$ cat config.mk
export PLATFORM = sky130hd
export DESIGN_NAME = fifo_stream_reader_flat
export DESIGN_NICKNAME = d
export VERILOG_FILES = /design/src/rtl/fifo_stream_reader_pkg.sv /design/src/rtl/fifo_stream_reader_if.sv /design/src/rtl/fifo_stream_reader_skid_buf.sv /design/src/rtl/fifo_stream_reader.sv /design/src/flat_wrapper.sv
export SDC_FILE = /design/constraint.sdc
export NUM_CORES = 1
export LEC_CHECK = 0
export CORE_ASPECT_RATIO = 1.25
export CORE_MARGIN = 5
export CORE_UTILIZATION = 25
export DETAILED_ROUTE_END_ITERATION = 8
export GPL_TIMING_DRIVEN = 0
export HOLD_SLACK_MARGIN = 0.06
export MAX_ROUTING_LAYER = met4
export SYNTH_ARGS = -nofsm -noshare
export SYNTH_HDL_FRONTEND = slang
export SYNTH_HIERARCHICAL = 1
export SYNTH_SLANG_ARGS = --single-unit
$ cat constraint.sdc
create_clock -name clk -period 5.65 [get_ports clk]
set_input_delay 1.13 -clock clk [delete_from_list [all_inputs] [get_ports clk]]
set_output_delay 1.13 -clock clk [all_outputs]
set_load 0.01 [all_outputs]
$ cat src/rtl/fifo_stream_reader_pkg.sv
// Shared constants and types for the FIFO drain-side stream reader.
package fifo_stream_reader_pkg;

    localparam int BUF_DEPTH = 3;
    localparam int PTR_W     = 2;
    localparam int CNT_W     = 2;

    typedef logic [CNT_W-1:0] buf_count_t;
    typedef logic [PTR_W-1:0] buf_ptr_t;

    // Pointers wrap at BUF_DEPTH, which is not a power of two.
    function automatic buf_ptr_t ptr_next(input buf_ptr_t p);
        return (p == buf_ptr_t'(BUF_DEPTH - 1)) ? '0 : p + 1'b1;
    endfunction

endpackage

$ cat src/rtl/fifo_stream_reader_if.sv
// FIFO read port plus valid/ready output stream of the FIFO stream reader.
interface fifo_stream_reader_if #(
    parameter int DATA_WIDTH = 36
);
    logic                  fifo_empty;
    logic                  fifo_oe;
    logic [DATA_WIDTH-1:0] fifo_dout;
    logic                  m_valid;
    logic                  m_ready;
    logic [DATA_WIDTH-1:0] m_data;
    logic                  m_last;

    modport master (
        input  fifo_empty, fifo_dout, m_ready,
        output fifo_oe, m_valid, m_data, m_last
    );

    modport slave (
        output fifo_empty, fifo_dout, m_ready,
        input  fifo_oe, m_valid, m_data, m_last
    );
endinterface

$ cat src/rtl/fifo_stream_reader_skid_buf.sv
// stream_skid_buf: 3-entry register FIFO absorbing the FIFO RAM read latency.
module stream_skid_buf
    import fifo_stream_reader_pkg::*;
#(
    parameter int DATA_WIDTH = 36
) (
    input  logic                  clk,
    input  logic                  rst,
    input  logic                  push,
    input  logic [DATA_WIDTH-1:0] push_data,
    input  logic                  pop,
    output buf_count_t            count,
    output logic [DATA_WIDTH-1:0] head_data
);
    logic [DATA_WIDTH-1:0] mem [BUF_DEPTH];
    buf_ptr_t              wr_ptr;
    buf_ptr_t              rd_ptr;

    // Storage is cleared on reset so the head word reads as zero afterwards.
    always_ff @(posedge clk) begin
        if (rst) begin
            for (int i = 0; i < BUF_DEPTH; i++) begin
                mem[i] <= '0;
            end
            wr_ptr <= '0;
            rd_ptr <= '0;
            count  <= '0;
        end else begin
            if (push) begin
                mem[wr_ptr] <= push_data;
                wr_ptr      <= ptr_next(wr_ptr);
            end
            if (pop) begin
                rd_ptr <= ptr_next(rd_ptr);
            end
            case ({push, pop})
                2'b10:   count <= count + 1'b1;
                2'b01:   count <= count - 1'b1;
                default: count <= count;
            endcase
        end
    end

    assign head_data = mem[rd_ptr];

endmodule

$ cat src/rtl/fifo_stream_reader.sv
// Drains sync_fifo into a valid/ready stream; define FIFO_STREAM_READER_LAST_EN
// to frame the stream into PKT_LEN-beat packets via m_last.
module fifo_stream_reader
    import fifo_stream_reader_pkg::*;
#(
    parameter int DATA_WIDTH = 36,
    parameter int PKT_LEN    = 16
) (
    input  logic                 clk,
    input  logic                 rst,
    input  logic                 en,
    fifo_stream_reader_if.master bus,
    output logic [31:0]          xfer_count
);
    buf_count_t count;
    logic       inflight;
    logic       pop;
    logic [2:0] credit_used;

    // Words buffered plus the word still coming out of the RAM bound new reads,
    // so a returning word always finds a free slot without looking at m_ready.
    assign credit_used  = {1'b0, count} + {2'b00, inflight};
    assign bus.fifo_oe  = ~rst & en & ~bus.fifo_empty & (credit_used < 3'(BUF_DEPTH));
    assign bus.m_valid  = (count != '0);
    assign pop          = bus.m_valid & bus.m_ready;

    always_ff @(posedge clk) begin
        if (rst) begin
            inflight   <= 1'b0;
            xfer_count <= '0;
        end else begin
            inflight <= bus.fifo_oe;
            if (pop) begin
                xfer_count <= xfer_count + 1'b1;
            end
        end
    end

    stream_skid_buf #(
        .DATA_WIDTH (DATA_WIDTH)
    ) u_buf (
        .clk       (clk),
        .rst       (rst),
        .push      (inflight),
        .push_data (bus.fifo_dout),
        .pop       (pop),
        .count     (count),
        .head_data (bus.m_data)
    );

`ifdef FIFO_STREAM_READER_LAST_EN
    localparam int BEAT_W = (PKT_LEN > 1) ? $clog2(PKT_LEN) : 1;
    localparam logic [BEAT_W-1:0] LAST_BEAT = BEAT_W'(PKT_LEN - 1);

    logic [BEAT_W-1:0] beat;

    // Beat index of the current head word within its packet.
    always_ff @(posedge clk) begin
        if (rst) begin
            beat <= '0;
        end else if (pop) begin
            beat <= (beat == LAST_BEAT) ? '0 : beat + 1'b1;
        end
    end

    assign bus.m_last = bus.m_valid & (beat == LAST_BEAT);
`else
    assign bus.m_last = 1'b0;
`endif

endmodule

$ cat src/flat_wrapper.sv
// flat-port wrapper written by rule: the top's interface ports become plain ports
module fifo_stream_reader_flat import fifo_stream_reader_pkg::*;
#(
    parameter int DATA_WIDTH = 36,
    parameter int PKT_LEN    = 16
)
  (clk, rst, en, xfer_count, bus_fifo_empty, bus_fifo_dout, bus_m_ready, bus_fifo_oe, bus_m_valid, bus_m_data, bus_m_last);
  fifo_stream_reader_if #(.DATA_WIDTH(DATA_WIDTH)) bus_i ();
  input  logic clk;
  input  logic rst;
  input  logic en;
  output logic [31:0] xfer_count;
  input wire logic [$bits(bus_i.fifo_empty)-1:0] bus_fifo_empty;
  input wire logic [$bits(bus_i.fifo_dout)-1:0] bus_fifo_dout;
  input wire logic [$bits(bus_i.m_ready)-1:0] bus_m_ready;
  output wire logic [$bits(bus_i.fifo_oe)-1:0] bus_fifo_oe;
  output wire logic [$bits(bus_i.m_valid)-1:0] bus_m_valid;
  output wire logic [$bits(bus_i.m_data)-1:0] bus_m_data;
  output wire logic [$bits(bus_i.m_last)-1:0] bus_m_last;
  assign bus_i.fifo_empty = bus_fifo_empty;
  assign bus_i.fifo_dout = bus_fifo_dout;
  assign bus_i.m_ready = bus_m_ready;
  assign bus_fifo_oe = bus_i.fifo_oe;
  assign bus_m_valid = bus_i.m_valid;
  assign bus_m_data = bus_i.m_data;
  assign bus_m_last = bus_i.m_last;
  fifo_stream_reader #(.DATA_WIDTH(DATA_WIDTH), .PKT_LEN(PKT_LEN)) u_core (.clk(clk), .rst(rst), .en(en), .bus(bus_i), .xfer_count(xfer_count));
endmodule
=== Word-level counts from Yosys, hierarchy flattened ===
Memory sizes are Yosys's and may differ from the RTL's. A register that Yosys moved wholly into a read port is not among the register bits.
Index checks and enable logic that the tools add are counted.

* Register bits: 39
* Memory bits (writable): 108
* Input port bits: 41
* Word-level logic and storage cells: 39
* Memories: 1

* $add $sub $neg: 6
* $lt $le $gt $ge: 1
* Eq/ne operators: 4
* Mux-type cells: 13
* Bitwise operators: 6
* Reduce and logical (&&, ||, !) cells: 3

{| class="wikitable"
|+ Memory list
! memory !! words !! width !! rd ports !! clocked after Yosys merged registers in !! write ports !! RTL line !! text
|-
| u_core.u_buf.mem || 3 || 36 || 1 || 1 || 3 || fifo_stream_reader_skid_buf.sv:15 || <nowiki>logic [DATA_WIDTH-1:0] mem [BUF_DEPTH];</nowiki>
|}

{| class="wikitable"
|+ Operators with widths
! operator !! count
|-
| $mux W36 || 1
|-
| $reduce_or A36 Y1 || 1
|-
| $add A32 B1 Y32 const B || 1
|-
| $mux W2 || 5
|-
| $add A2 B1 Y2 const B || 3
|-
| $eq A2 B2 Y1 const B || 3
|-
| $mux W1 || 6
|-
| $and A1 B1 Y1 || 4
|-
| $pmux W2 S2 || 1
|-
| $reduce_bool A2 Y1 || 2
|-
| $add A2 B1 Y3 || 1
|-
| $lt A3 B2 Y1 const B || 1
|-
| $eq A2 B1 Y1 const B || 1
|-
| $not A1 Y1 || 2
|-
| $sub A2 B1 Y2 const B || 1
|}

=== Longest topological paths before layout ===
* Depth in word-level cells: 5
* Mapped depth: 6

=== Modules after synthesis ===
The synthesis kept the hierarchy.

{| class="wikitable"
|+ Modules (own cells, without submodules)
! module !! times used !! cells an instance !! area each (um2) !! seq. area each (um2)
|-
| stream_skid_buf || 1 || 345 || 6369.9 || 4484.3
|-
| fifo_stream_reader || 1 || 192 || 1722.9 || 660.6
|}

=== Worst setup path before layout ===
Ideal clock, no wire load.

* Path type: in2reg
* From: in rst
* To: mem u_core.u_buf.mem[3][0] (enable)
* Library setup time: 429 ps
* Arrival: 2857 ps
* Required time: 5221 ps
* Setup slack: 2363 ps
* Stages: 2
* Cell sequence: nand2b_2 -> nor2_1

{| class="wikitable"
|+ RTL lines
! element !! RTL line !! text
|-
| start, declared || flat_wrapper.sv:10 || <nowiki>input logic rst;</nowiki>
|-
| end, declared || fifo_stream_reader_skid_buf.sv:15 ||
|}

=== Worst setup path in the final report ===
* From: in rst
* To: out bus_fifo_oe

* Longest elaborated chain between the ends: 4

{| class="wikitable"
|+ Ends and longest elaborated chain
! element !! RTL line !! text
|-
| $not A1 Y1 || fifo_stream_reader.sv:23 || <nowiki>assign bus.fifo_oe = ~rst & en & ~bus.fifo_empty & (credit_used < 3'(BUF_DEPTH));</nowiki>
|-
| $and A1 B1 Y1 (3 in series) || fifo_stream_reader.sv:23 ||
|-
| end, declared || flat_wrapper.sv:16 || <nowiki>output wire logic [$bits(bus_i.fifo_oe)-1:0] bus_fifo_oe;</nowiki>
|}

No other way between the ends.

==> reports/metrics.yaml <==
final_layout:
  drive_gt1_share_pct: 17.0
  fin_cells: 1098
  regArea_um2: 5140
  final_area_um2: 10400
  nets: 715
  fill_cells: 3150
  synthToLayoutAreaGrowth_pct: 28.8
  multi_input_area_um2: 2710
die:
  initial_utilization_pct: 25.4
  die_y_um: 211
  row_count: 73
  dieArea_um2: 36100
  core_um2: 31900
  die_x_um: 171
  design.portCount: 112
setup_path:
  worstSetupEndpointType: "primary output"
  startpoint_type: "input pin"
  critical_path_class: "in -> out"
  critical_path_arrival_ns: 3.12
  worstPathRequired_ns: 4.52
  path_max_fanout: 8
  r2r_cells: 6
yosys:
  ys_async_sr_fraction_pct: 0
  postSynthCellCount: 537
  synth_fp_nets: 582
  synth_seq_cells: 185
  synth_edf_count: 144
  synthFlopType: "edfxtp_1"
  ys_seq_area_share_pct: 63.6
  ys.warnings.count: 6
  postSynthAreaPerCell_um2: 15.1
  netlist_area_um2: 8090
  synth_cell_type_count: 52
timing:
  drv_slew: 0
  fin_worst_skew_ns: 0.0150
  slew_headroom_pct: 55.3
  setup_viol: 0
  worst_pin_slew_ns: 0.670
  setup-tns-final_ns: 0
  final.period_utilization_pct: 75.2
  max_freq_ghz: 0.235
  fin_crit_ns: 4.25
  hold_ws_ns: 0.500
  finalHoldViolCount: 0
  rsz0062_at_grt: "false"
placement:
  dpl.cell_count: 1063
  hpwl_mm: 12.9
  portBuffers: 110
  gp_congestion: 0.777
  dpl_cell_area_um2: 9830
route:
  drt_iter0_markers: 218
  wirelength_mm: 19.1
  wl_met2_mm: 9.99
  top_layer: "met4"
  wl_met3_mm: 1.02
  ant_nets: 0
  drtPass1Iterations: 4
  wl_per_cell_um: 17.4
  vias: 4786
  viasPerCell: 4.36
  route.detailed.drc: 0
  wl_met1_mm: 7.89
clocking:
  worstSkewPairLatency_ns: 0.44
  h-tree-depth: 4
  path_clk_slew_ns: 0.06
  cts_max_path_buffers: 2
  cts_inserted_buffers: 17
  cts_sinks: 185
  cts-root-buf: "clkbuf_16"
  tritoncts: "yes"
  cts_hold_buf: 0
  postCtsSetupBuffers: 0
  post_cts_resized: 0
power_and_ir_drop:
  p_leak_nw: 3.54
  power.total_mw: 3.03
  ir_drop_mv: 0.173
  power_density_nw_per_um2: 290
job:
  maxCapViolations: 0
global_routing:
  antenna_found_initial: 3
  grt_overflow: 0
  grt_pass1_wl_mm: 29.9
  grt_max_degree: 26
  grt_pass1_vias: 5191
  grt_usage_pct: 11.3
worst_hold_path:
  hp-class: "reg -> reg"
  holdPathStages: 2
run_status:
  status: "complete, no violations"
==> metrics by stage <==
stage | util, % | setup slack (ns)
after floorplan | - | 2.36
after global placement | 30.5 | -0.00861
after detailed placement | 30.8 | 1.35
after CTS | 32.7 | 1.34
after global routing | 32.7 | 1.29
final | 32.7 | 1.40
==> sequential cells by signal, indices dropped and copies added, names as in the netlist, named ones only <==
signal,flops
u_core/inflight,1
u_core/u_buf/count,2
u_core/u_buf/mem,144
u_core/u_buf/rd_ptr,2
u_core/u_buf/wr_ptr,2
u_core/xfer_count,32
==> layout by cell type (no fill, tap or decap), types with 9 or more instances in the layout <==
| master | instances |
|---|---|
| dfxtp_1 | 41 |
| nand2_1 | 13 |
| buf_6 | 16 |
| a21oi_1 | 20 |
| clkdlybuf4s50_1 | 110 |
| edfxtp_1 | 144 |
| nor2_1 | 21 |
| clkbuf_16 | 17 |
| and2_1 | 110 |
| mux4_2 | 36 |
| mux2_1 | 9 |
==> cell type report <==
type	instances	area share, %
Antenna cell	3	0.0720
Buffer	29	2.34
Clock buffer	17	4.08
Clock inverter	15	1.52
Inverter	7	0.252
Multi-Input combinational cell	316	26.0
Sequential cell	185	49.4
Tap cell	412	4.95
Timing Repair Buffer	114	11.4
==> routing by layer <==
layer,up-vias,GRT usage [%]
met5,-,-
met4,0,3.20
met3,18,3.31
met2,113,19.1
met1,2369,13.1
li1,2286,-
==> worst max-delay path, stage by stage <==
cell             delay, ns
clkdlybuf4s50_1       0.66
or4b_1                0.64
a21oi_1               0.13
clkdlybuf4s50_1       0.55
==> report_power, final <==
| group | switching (mW) | total (mW) | internal (mW) |
|---|---|---|---|
| Clock | 0.583 | 1.18 | 0.592 |
| Combinational | 0.144 | 0.328 | 0.184 |
| Sequential | 0.0185 | 1.52 | 1.50 |
==> logic make-up (layout without fill, tap and decap cells) <==
logic type               after synthesis  in the layout  synth area share, %
AND/OR/NAND/NOR                      213            213                 16.8
flip-flops                           185            185                 63.6
multiplexers                          46             46                 11.4
AO/OA/AOI/OAI                         41             41                 3.05
buffers and inverters                 36            182                 3.34
XOR/XNOR                              11             11                 1.19
adder cells (fa/ha/maj)                4              4                0.618
other                                  1              4               0.0463
==> worst paths after layout <==
path | to | slack, ns | startpoint
worst max register to register | u_core/xfer_count[30] | 3.59 | u_core/xfer_count[0]
worst min-delay path | u_core/u_buf/wr_ptr[0] | 0.50 | u_core/u_buf/wr_ptr[0]
worst max-delay path | bus_fifo_oe | 1.40 | rst
worst min register to register | u_core/u_buf/wr_ptr[0] | 0.50 | u_core/u_buf/wr_ptr[0]
==> cell usage after synthesis (3+ instances only) <==
| cell | number | share of area [%] |
|---|---|---|
| inv_1 | 6 | 0.28 |
| o21ai_1 | 5 | 0.31 |
| edfxtp_1 | 144 | 53 |
| nand3_1 | 8 | 0.49 |
| xor2_1 | 7 | 0.76 |
| mux4_2 | 36 | 10 |
| o31ai_1 | 8 | 0.74 |
| nand4_1 | 6 | 0.46 |
| nor4_1 | 4 | 0.31 |
| nor2_1 | 22 | 1.0 |
| nand2_1 | 13 | 0.60 |
| and2_1 | 110 | 8.5 |
| buf_2 | 5 | 0.31 |
| buf_6 | 16 | 2.2 |
| or4_1 | 8 | 0.74 |
| a21oi_1 | 20 | 1.2 |
| and4_1 | 4 | 0.43 |
| nor4_2 | 3 | 0.46 |
| or3_1 | 7 | 0.54 |
| dfxtp_1 | 41 | 10 |
| clkbuf_1 | 4 | 0.19 |
| ha_1 | 4 | 0.62 |
| nor2b_1 | 8 | 0.62 |
| xnor2_1 | 4 | 0.43 |
| mux2_1 | 9 | 1.3 |
Power figures use the tool's default switching activity.
